$ cat src/rtl/uart_tx_module.sv
// UART transmitter: start bit, DATA_BITS data bits LSB first, optional parity, STOP_BITS stop bits.
// Bit timing comes from an internal 16-bit counter; all outputs are registered.
//
// state    | meaning
// ---------+--------------------------------------------------------------
// S_IDLE   | line high, waiting for tx_start
// S_START  | start bit (low) for one bit period
// S_DATA   | data bit idx_q of the latched byte
// S_PARITY | parity bit, present only when PARITY_EN=1
// S_STOP   | stop bit idx_q (high); the last clk of the last one is tx_done
module uart_tx_module #(
  parameter int unsigned CLKS_PER_BIT = 5120,
  parameter int unsigned DATA_BITS    = 8,
  parameter bit          PARITY_EN    = 1'b0,
  parameter bit          PARITY_ODD   = 1'b0,
  parameter int unsigned STOP_BITS    = 1
) (
  input  logic       clk,
  input  logic       reset_n,
  input  logic       tx_start,
  input  logic [7:0] tx_data,
  output logic       tx,
  output logic       tx_busy,
  output logic       tx_done
);

  localparam logic [15:0] CNT_LAST  = 16'(CLKS_PER_BIT - 1);
  localparam logic [2:0]  DATA_LAST = 3'(DATA_BITS - 1);
  localparam logic [2:0]  STOP_LAST = 3'(STOP_BITS - 1);
  localparam logic [7:0]  DATA_MASK = 8'((1 << DATA_BITS) - 1);

  typedef enum logic [2:0] {
    S_IDLE,
    S_START,
    S_DATA,
    S_PARITY,
    S_STOP
  } state_t;

  state_t      state_q, state_d;
  logic [15:0] cnt_q, cnt_d;
  logic [2:0]  idx_q, idx_d;
  logic [7:0]  shift_q, shift_d;
  logic        parity_q, parity_d;
  logic        tx_q, tx_d;
  logic        busy_q, busy_d;
  logic        done_q, done_d;
  logic        wrap;
  logic        accept;
  logic [7:0]  data_masked;

  always_ff @(posedge clk or negedge reset_n) begin
    if (!reset_n) begin
      state_q  <= S_IDLE;
      cnt_q    <= 16'd0;
      idx_q    <= 3'd0;
      shift_q  <= 8'd0;
      parity_q <= 1'b0;
      tx_q     <= 1'b1;
      busy_q   <= 1'b0;
      done_q   <= 1'b0;
    end else begin
      state_q  <= state_d;
      cnt_q    <= cnt_d;
      idx_q    <= idx_d;
      shift_q  <= shift_d;
      parity_q <= parity_d;
      tx_q     <= tx_d;
      busy_q   <= busy_d;
      done_q   <= done_d;
    end
  end

  always_comb begin
    state_d     = state_q;
    cnt_d       = cnt_q;
    idx_d       = idx_q;
    shift_d     = shift_q;
    parity_d    = parity_q;
    accept      = 1'b0;
    wrap        = (cnt_q == CNT_LAST);
    data_masked = tx_data & DATA_MASK;

    if (state_q != S_IDLE) begin
      cnt_d = wrap ? 16'd0 : cnt_q + 16'd1;
    end

    unique case (state_q)
      S_IDLE: begin
        accept = tx_start;
      end
      S_START: begin
        if (wrap) begin
          state_d = S_DATA;
          idx_d   = 3'd0;
        end
      end
      S_DATA: begin
        if (wrap) begin
          if (idx_q == DATA_LAST) begin
            idx_d   = 3'd0;
            state_d = PARITY_EN ? S_PARITY : S_STOP;
          end else begin
            idx_d = idx_q + 3'd1;
          end
        end
      end
      S_PARITY: begin
        if (wrap) begin
          state_d = S_STOP;
          idx_d   = 3'd0;
        end
      end
      S_STOP: begin
        if (wrap) begin
          if (idx_q == STOP_LAST) begin
            state_d = S_IDLE;
            idx_d   = 3'd0;
            // A request in the tx_done cycle chains straight into the next start bit.
            accept  = tx_start;
          end else begin
            idx_d = idx_q + 3'd1;
          end
        end
      end
      default: begin
        state_d = S_IDLE;
      end
    endcase

    if (accept) begin
      state_d  = S_START;
      cnt_d    = 16'd0;
      idx_d    = 3'd0;
      shift_d  = data_masked;
      parity_d = (^data_masked) ^ PARITY_ODD;
    end

    // Outputs are registered from the next state so they line up with state_q.
    unique case (state_d)
      S_START:  tx_d = 1'b0;
      S_DATA:   tx_d = shift_d[idx_d];
      S_PARITY: tx_d = parity_d;
      default:  tx_d = 1'b1;
    endcase
    busy_d = (state_d != S_IDLE);
    done_d = (state_d == S_STOP) && (cnt_d == CNT_LAST) && (idx_d == STOP_LAST);
  end

  assign tx      = tx_q;
  assign tx_busy = busy_q;
  assign tx_done = done_q;

endmodule

$ cat config.mk
export PLATFORM = sky130hd
export DESIGN_NAME = uart_tx_module
export DESIGN_NICKNAME = d
export VERILOG_FILES = /design/src/rtl/uart_tx_module.sv
export SDC_FILE = /design/constraint.sdc
export NUM_CORES = 1
export LEC_CHECK = 0
export ABC_CLOCK_PERIOD_IN_PS = 3050
export CORE_MARGIN = 10
export CORE_UTILIZATION = 40
export CTS_CLUSTER_DIAMETER = 150
export CTS_CLUSTER_SIZE = 25
export DETAILED_ROUTE_END_ITERATION = 10
export PLACE_DENSITY_LB_ADDON = 0.2
export SYNTH_ARGS = -nofsm -noshare
export SYNTH_HDL_FRONTEND = slang
export SYNTH_SLANG_ARGS = --single-unit
$ cat constraint.sdc
create_clock -name clk -period 3.05 [get_ports clk]
set_input_delay 0.915 -clock clk [delete_from_list [all_inputs] [get_ports clk]]
set_output_delay 0.915 -clock clk [all_outputs]
set_load 0.05 [all_outputs]
==> results of run 1 <==
-- power groups by stage --
stage               Clock, W  Sequential (W)  Combinational [W]
global placement           0        0.000613           0.000280
finish              0.000353        0.000606           0.000282
global route        0.000384        0.000618           0.000328
CTS                 0.000361        0.000606           0.000285
detailed placement         0        0.000615           0.000282
floorplan                  0        0.000599           0.000208
-- path summary, 6_finish.rpt --
check | from | endpoint | slack, ns
worst max-delay path | cnt_q[11] | tx | 0.30
worst min-delay path | shift_q[0] | shift_q[0] | 0.47
worst max register to register | cnt_q[11] | tx | 0.30
worst min register to register | shift_q[0] | shift_q[0] | 0.47
max in group asynchronous | reset_n | shift_q[6] | 1.88
min in group asynchronous | reset_n | cnt_q[0] | 0.69
-- per-layer routing --
layer / vias to the layer above / routed length (microns)
met1: 782 / 2210
met4: 0 / 59
met3: 5 / 107
met5: - / 0
li1: 797 / -
met2: 15 / 1980
-- critical path, cell delays in order (launching register included) --
cell      delay (ns)
dfrtp_1         0.42
or4b_1          0.69
nor4_4          0.47
a41o_1          0.48
a21oi_1         0.12
o311ai_0        0.12
a21oi_1         0.14
o41ai_2         0.21
-- kinds of logic after synthesis --
family,Yosys count,share of synthesized area
simple gates,95,0.255
xor+xnor,21,0.0902
mux,7,0.0454
flops,34,0.418
buf+inv,16,0.0350
fa+ha+maj,4,0.0245
compound gates,36,0.133
-- registers in the layout, summed over array words and instances (netlist names) --
name / cells
shift_q: 8
tx: 1
parity_q: 1
state_q: 3
cnt_q: 16
idx_q: 3
tx_busy: 1
tx_done: 1
-- synthesized netlist by cell type, types with 3 or more instances --
cell       n
a21oi_1   10
and3_1     6
buf_2      3
clkbuf_1   3
dfrtp_1   33
ha_1       4
inv_1      7
mux2_2     5
nand2_1   23
nand2b_1   4
nand3_1    7
nand4_1    5
nor2_1    25
nor3_1     3
o21ai_0    7
xnor2_1   13
xor2_1     8
-- final cells by class --
type	count	area [sq um]
Clock inverter	1	5.00
Tap cell	67	83.8
Sequential cell	34	852
Inverter	7	26.3
Timing Repair Buffer	21	185
Clock buffer	7	86.3
Fill cell	478	2460
Multi-Input combinational cell	163	1120
-- stage by stage --
stage / hold slack, ns / setup slack (ns) / cell area (sq um) / util / total power (W)
after floorplan: 0.438 / 0.555 / 2040 / - / 0.000807
after global placement: 0.454 / 0.272 / 2260 / 0.470 / 0.000893
after detailed placement: 0.460 / 0.216 / 2260 / 0.470 / 0.000897
after CTS: 0.477 / 0.286 / 2350 / 0.489 / 0.00125
after global routing: 0.517 / 0.156 / 2350 / 0.489 / 0.00133
final: 0.472 / 0.299 / 2350 / 0.489 / 0.00124
==> flow_summary.yaml, run 1 <==
synthesis:
  yosysUniqueCellTypes: 54
  synth_nets: 228
  netlist.area_leader.share: 0.405
  netlist_instances: 213
  syn-cell-area_sq_um: 2040
  yosysTopAreaCell: "dfrtp_1"
  ys_ff_latch: 34
  synth.area.top_cells: "dfrtp_1 40%, xnor2_1 5.6%, nor2_1 4.6%"
  synth_area_per_cell_sq_um: 9.57
  synth_flop_cell: "dfrtp_1"
  async_flop_share: 1.00
  ys_seq_area_frac: 0.418
  ys_warn_count: 0
  synth_edf_count: 0
layout:
  layout_commonest_cell: "dfrtp_1"
  nNetsFinal: 247
  syn2layout_area_growth_pct: 15.5
  layoutNonFillerInstCount: 300
  num_antenna_cells: 0
  layout_common_cells: "33 x dfrtp_1, 25 x nor2_1, 23 x nand2_1, 13 x xnor2_1, 12 x clkdlybuf4s50_1"
  drive_above_1_share: 0.150
floorplanning:
  die_h_microns: 91.4
  coreArea_sq_um: 4820
  start_util: 0.423
  num_rows: 25
  die_w_microns: 91.4
  die-area_sq_um: 8350
  io_pins: 14
hold_path:
  hold_depth: 2
  hold_path_class: "flip-flop to flip-flop"
pwr:
  p_clk_frac: 0.284
  vdd_drop_max_mv: 0.267
  leakage_nw: 1.01
  p_int_w: 0.000855
  switching_share: 0.311
  p_seq_frac: 0.488
  power.switching_w: 0.000386
  comb_power_share: 0.227
  power_density_nw_per_um2: 527
clock_tree:
  cts_num_sinks: 34
  clockRootBuffer: "clkbuf_8"
  post_cts_buffers: 0
  holdBufCountCts: 0
  cts_tree: "built"
  clockBufferDepth: 2
  cts_made_buffers: 5
  clk_pin_slew_ns: 0.07
  htreeDepth: 2
  post_cts_resized: 0
  clk_latency_ns: 0.29
critical_path:
  worst-setup-path-type: "flip-flop to flip-flop"
  r2r_cells: 7
  crit_required_ns: 3.25
  end_kind: "flip-flop"
  cp-start-kind: "flip-flop"
  worstPathMaxFanout: 9
  cp_data_arrival_time_ns: 2.95
placement:
  gp_congestion: 0.802
  port_buffers: 13
  place_inst: 292
  place.detailed.hpwl_mm: 3.18
sta:
  setup-tns-final_ns: 0
  drv_slew: 0
  period_share: 0.902
  timing.fmax_mhz: 364
  setup_violations: 0
  relSlewSlack: 0.499
  clock_skew_ns: 0.00610
  rsz0062_at_grt: "false"
  min_period_ns: 2.75
  tightest_slew_ns: 0.751
  hold_violations: 0
grt:
  antenna_found_initial: 0
  grt_pass1_wl_mm: 7.62
  overflow: 0
  grt_use_total: 0.109
  grt_pass1_vias: 1550
  use_met1: 0.144
  grt.busiest_layer: "met2"
  use_met2: 0.166
  grt_max_degree: 35
  grtUsageMet3: 0.0272
routing:
  routed_via_density: 5.33
  dr.pass1.iters: 4
  wire_per_inst_microns: 14.5
  drtIter0Drc: 66
  route.detailed.drc: 0
  final_antenna_net_count: 0
  vias: 1599
  wl_mm: 4.36
outcome:
  status: "completed"
flow_run:
  drv_cap: 0
Power figures use the tool's default switching activity.
==> run 2, diff against run 1 <==
==> constraint.sdc (replaced) <==
create_clock -name clk -period 3.05 [get_ports clk]
set_input_delay 0.61 -clock clk [delete_from_list [all_inputs] [get_ports clk]]
set_output_delay 0.61 -clock clk [all_outputs]
set_load 0.05 [all_outputs]
==> flow_summary.yaml, run 2 (synthesis gave the netlist of run 1 again) <==
layout:
  nNetsFinal: 249
  nFillCells: 484
  drive_above_1_share: 0.157
  multiInputGateArea_sq_um: 1120
  layoutNonFillerInstCount: 302
  top_regs: "cnt_q x16, shift_q x8"
  syn2layout_area_growth_pct: 16.2
  largest_reg_flops: 16
  num_antenna_cells: 0
  regMostFlops: "cnt_q"
  layout_commonest_cell: "dfrtp_1"
  register_area_sq_um: 852
  layout_common_cells: "33 x dfrtp_1, 25 x nor2_1, 23 x nand2_1, 13 x xnor2_1, 12 x clkdlybuf4s50_1"
floorplanning:
  die-area_sq_um: 8350
  die_h_microns: 91.4
  io_pins: 14
  start_util: 0.423
  coreArea_sq_um: 4820
  die_w_microns: 91.4
  num_rows: 25
clock_tree:
  clockBufferDepth: 2
  cts_made_buffers: 5
  clk_latency_ns: 0.29
  cts_tree: "built"
  cts_num_sinks: 34
  clockRootBuffer: "clkbuf_8"
  htreeDepth: 2
  clk_pin_slew_ns: 0.07
  post_cts_buffers: 0
  holdBufCountCts: 0
  post_cts_resized: 0
critical_path:
  end_kind: "flip-flop"
  cp.depth: 7
  critical_path.top_delay_family: "simple AND/OR/NAND/NOR gates"
  max_stage_delay_ns: 0.68
  worst-path-buf-inv: 0
  crit_required_ns: 3.26
  worst-setup-path-type: "flip-flop to flip-flop"
  cp_data_arrival_time_ns: 2.97
  r2r_cells: 7
  worst_path_max_delay_cell: "or4b_1"
  path_cells: "or4b_1 -> nor4_4 -> mux2i_1 -> and2_4 -> mux4_1 -> a21oi_1 -> o41ai_2"
  cp-start-kind: "flip-flop"
  worstPathMaxFanout: 8
routing:
  route.detailed.drc: 0
  wire_per_inst_microns: 14.6
  wl_mm: 4.42
  routed_via_density: 5.29
  dr.pass1.iters: 4
  vias: 1599
  drtIter0Drc: 99
  final_antenna_net_count: 0
hold_path:
  hold_path_class: "input port to async pin"
placement:
  place_inst: 294
  place.detailed.hpwl_mm: 3.35
  port_buffers: 13
  post-place-ws_ns: 0.319
  gp_congestion: 0.789
grt:
  grt_pass1_vias: 1558
  antenna_found_initial: 0
  grt_use_total: 0.107
  grt_pass1_wl_mm: 7.47
  overflow: 0
  grt_max_degree: 35
sta:
  setup_violations: 0
  rsz0062_at_grt: "false"
  setup_slack_ns: 0.290
  tightest_slew_ns: 0.764
  relSlewSlack: 0.490
  timing.fmax_mhz: 362
  min_period_ns: 2.76
  hold_violations: 0
  clock_skew_ns: 0.00508
  drv_slew: 0
  period_share: 0.905
  setup-tns-final_ns: 0
pwr:
  vdd_drop_max_mv: 0.231
  leakage_nw: 1.01
  power_density_nw_per_um2: 521
flow_run:
  drv_cap: 0
outcome:
  status: "completed"
-- run 2: changes by cell type in the layout (fill, tap and decap cells not counted), sizes merged --
cell / delta
buf: +2
-- run 2: layer usage --
metal,routed length (microns),part of all wire,vias to the layer above,track usage
li1,-,-,800,-
met1,2240,0.51,759,0.142
met2,1960,0.44,31,0.161
met3,140,0.032,9,0.0280
met4,69,0.016,0,0.0405
met5,0,0,-,0
-- run 2: area by class of cell --
type	instances	share of cell area
Inverter	7	0.0111
Multi-Input combinational cell	163	0.471
Clock buffer	7	0.0364
Timing Repair Buffer	23	0.0845
Sequential cell	34	0.360
Clock inverter	1	0.00211
Tap cell	67	0.0354
-- run 2: path summary, 6_finish.rpt --
path                       startpoint    endpoint  slack, ns
max reg2reg                 cnt_q[11]          tx       0.29
min in group clk           shift_q[2]  shift_q[2]       0.49
max                         cnt_q[11]          tx       0.29
min                           reset_n    cnt_q[6]       0.38
max in group asynchronous     reset_n   cnt_q[15]       2.17
min reg2reg                shift_q[2]  shift_q[2]       0.49
-- run 2: stage by stage --
stage               hold WS, ns  instance area [sq um]   util  total power (W)
finish                    0.384                   2370  0.492          0.00124
global route              0.453                   2370  0.492          0.00132
CTS                       0.422                   2370  0.492          0.00125
detailed placement        0.464                   2280  0.473         0.000903
global placement          0.455                   2280  0.473         0.000898
floorplan                 0.314                   2040      -         0.000807
-- run 2: report_power, final --
part	switching, W	internal (W)	total (W)
clock network	0.000163	0.000182	0.000345
logic	0.000148	0.000141	0.000288
registers	0.0000688	0.000533	0.000602
==> run 3, diff against run 2 <==
- CORE_UTILIZATION: 40 -> 45
==> flow_summary.yaml, run 3 (synthesis gave the netlist of run 1 again) <==
floorplanning:
  start_util: 0.465
  num_rows: 24
  die_h_microns: 87.3
  coreArea_sq_um: 4380
  die_w_microns: 87.3
  die-area_sq_um: 7620
  io_pins: 14
layout:
  regMostFlops: "cnt_q"
  drive_above_1_share: 0.161
  nNetsFinal: 250
  layout_common_cells: "33 x dfrtp_1, 25 x nor2_1, 23 x nand2_1, 13 x xnor2_1, 12 x clkdlybuf4s50_1"
  syn2layout_area_growth_pct: 15.6
  layout_commonest_cell: "dfrtp_1"
  nFillCells: 408
  num_antenna_cells: 0
  largest_reg_flops: 16
  top_regs: "cnt_q x16, shift_q x8"
sta:
  rsz0062_at_grt: "false"
  drv_slew: 0
  timing.fmax_mhz: 366
  min_period_ns: 2.73
  relSlewSlack: 0.480
  clock_skew_ns: 0.00530
  tightest_slew_ns: 0.780
  setup_slack_ns: 0.320
  setup_violations: 0
  hold_violations: 0
  setup-tns-final_ns: 0
  period_share: 0.895
routing:
  wl_met3_microns: 128
  drtIter0Drc: 85
  final_antenna_net_count: 0
  wl_met2_mm: 2.17
  wl_mm: 4.49
  dr.max_layer_used: "met4"
  vias: 1581
  route.detailed.drc: 0
  wire_per_inst_microns: 15.6
  routed_via_density: 5.49
  dr.pass1.iters: 4
  m1WireLength_mm: 2.11
critical_path:
  r2r_start: "cnt_q[11]"
  r2r_cells: 8
  worstPathMaxFanout: 8
  cp_data_arrival_time_ns: 2.93
  end_kind: "flip-flop"
  cp-start-kind: "flip-flop"
  rr_endpoint: "tx"
  worst-setup-path-type: "flip-flop to flip-flop"
  crit_required_ns: 3.25
  setup.reg_to_reg.worst_slack_ns: 0.32
clock_tree:
  cts_num_sinks: 34
  clk_pin_slew_ns: 0.07
  cts_tree: "built"
  clockBufferDepth: 2
  post_cts_buffers: 0
  holdBufCountCts: 0
  cts_made_buffers: 5
  htreeDepth: 2
  clk_latency_ns: 0.29
  clockRootBuffer: "clkbuf_8"
  post_cts_resized: 0
pwr:
  power.switching_w: 0.000383
  comb_power_share: 0.234
  vdd_drop_max_mv: 0.262
  power_density_nw_per_um2: 525
  p_int_w: 0.000856
  p_seq_frac: 0.487
  switching_share: 0.309
  finalPower_w: 0.00124
  p_clk_frac: 0.280
  leakage_nw: 1.02
flow_run:
  drv_cap: 0
hold_path:
  hold_path_class: "input port to async pin"
grt:
  grt_pass1_wl_mm: 7.51
  grt_pass1_vias: 1620
  grt_max_degree: 35
  overflow: 0
  grt_use_total: 0.125
  antenna_found_initial: 0
outcome:
  status: "completed"
placement:
  post-place-ws_ns: 0.333
  port_buffers: 13
  gp_congestion: 0.809
  place.detailed.hpwl_mm: 3.31
[run 3: cell types whose count changed in the layout (fill, tap and decap cells not counted), sizes merged]
cell / change
buf: +1
[run 3: worst max-delay path, cell delays in order (launching register included)]
cell and delay, ns:
dfrtp_1 0.44, or4b_1 0.69, nor4_4 0.29, buf_4 0.21, a41o_1 0.38, a21oi_1 0.12, o311ai_0 0.13, a21oi_1 0.16
o41ai_2 0.22
[run 3: through the flow]
step | utilization | cell area (sq um) | hold slack (ns) | instances
floorplan | - | 2040 | 0.314 | 213
global placement | 0.517 | 2270 | 0.456 | 280
detailed placement | 0.517 | 2270 | 0.468 | 280
CTS | 0.538 | 2360 | 0.421 | 288
global route | 0.538 | 2360 | 0.456 | 288
finish | 0.538 | 2360 | 0.392 | 288
[run 3: final cells by class]
type | instances | area [sq um] | share of cell area
multi-input combinational | 163 | 1120 | 0.473
sequential | 34 | 852 | 0.361
timing repair buffer | 24 | 208 | 0.0881
clock buffer | 7 | 86.3 | 0.0366
tap | 52 | 65.1 | 0.0276
inverter | 7 | 26.3 | 0.0111
clock inverter | 1 | 5.00 | 0.00212
[run 3: worst max path at each step]
| stage | start | slack [ns] | depth (start not counted) | endpoint |
|---|---|---|---|---|
| after floorplan | cnt_q[11] | 0.55 | 6 | tx_busy |
| after global placement | cnt_q[11] | 0.35 | 7 | tx |
| after detailed placement | cnt_q[11] | 0.33 | 8 | tx |
| after CTS | cnt_q[11] | 0.30 | 8 | tx |
| after global routing | cnt_q[11] | 0.19 | 8 | tx |
| final | cnt_q[11] | 0.32 | 8 | tx |
[run 3: power groups by stage]
| stage | Clock, W | Combinational (W) | Sequential, W |
|---|---|---|---|
| after floorplan | 0 | 0.000208 | 0.000599 |
| after global placement | 0 | 0.000283 | 0.000609 |
| after detailed placement | 0 | 0.000290 | 0.000612 |
| after CTS | 0.000357 | 0.000292 | 0.000603 |
| after global routing | 0.000378 | 0.000334 | 0.000613 |
| final | 0.000346 | 0.000290 | 0.000603 |
[run 3: per-layer routing]
layer  track usage  vias to the layer above
met5             0                        -
met4        0.0522                        0
met3        0.0337                        6
met2         0.206                       17
met1         0.149                      751
li1              -                      807
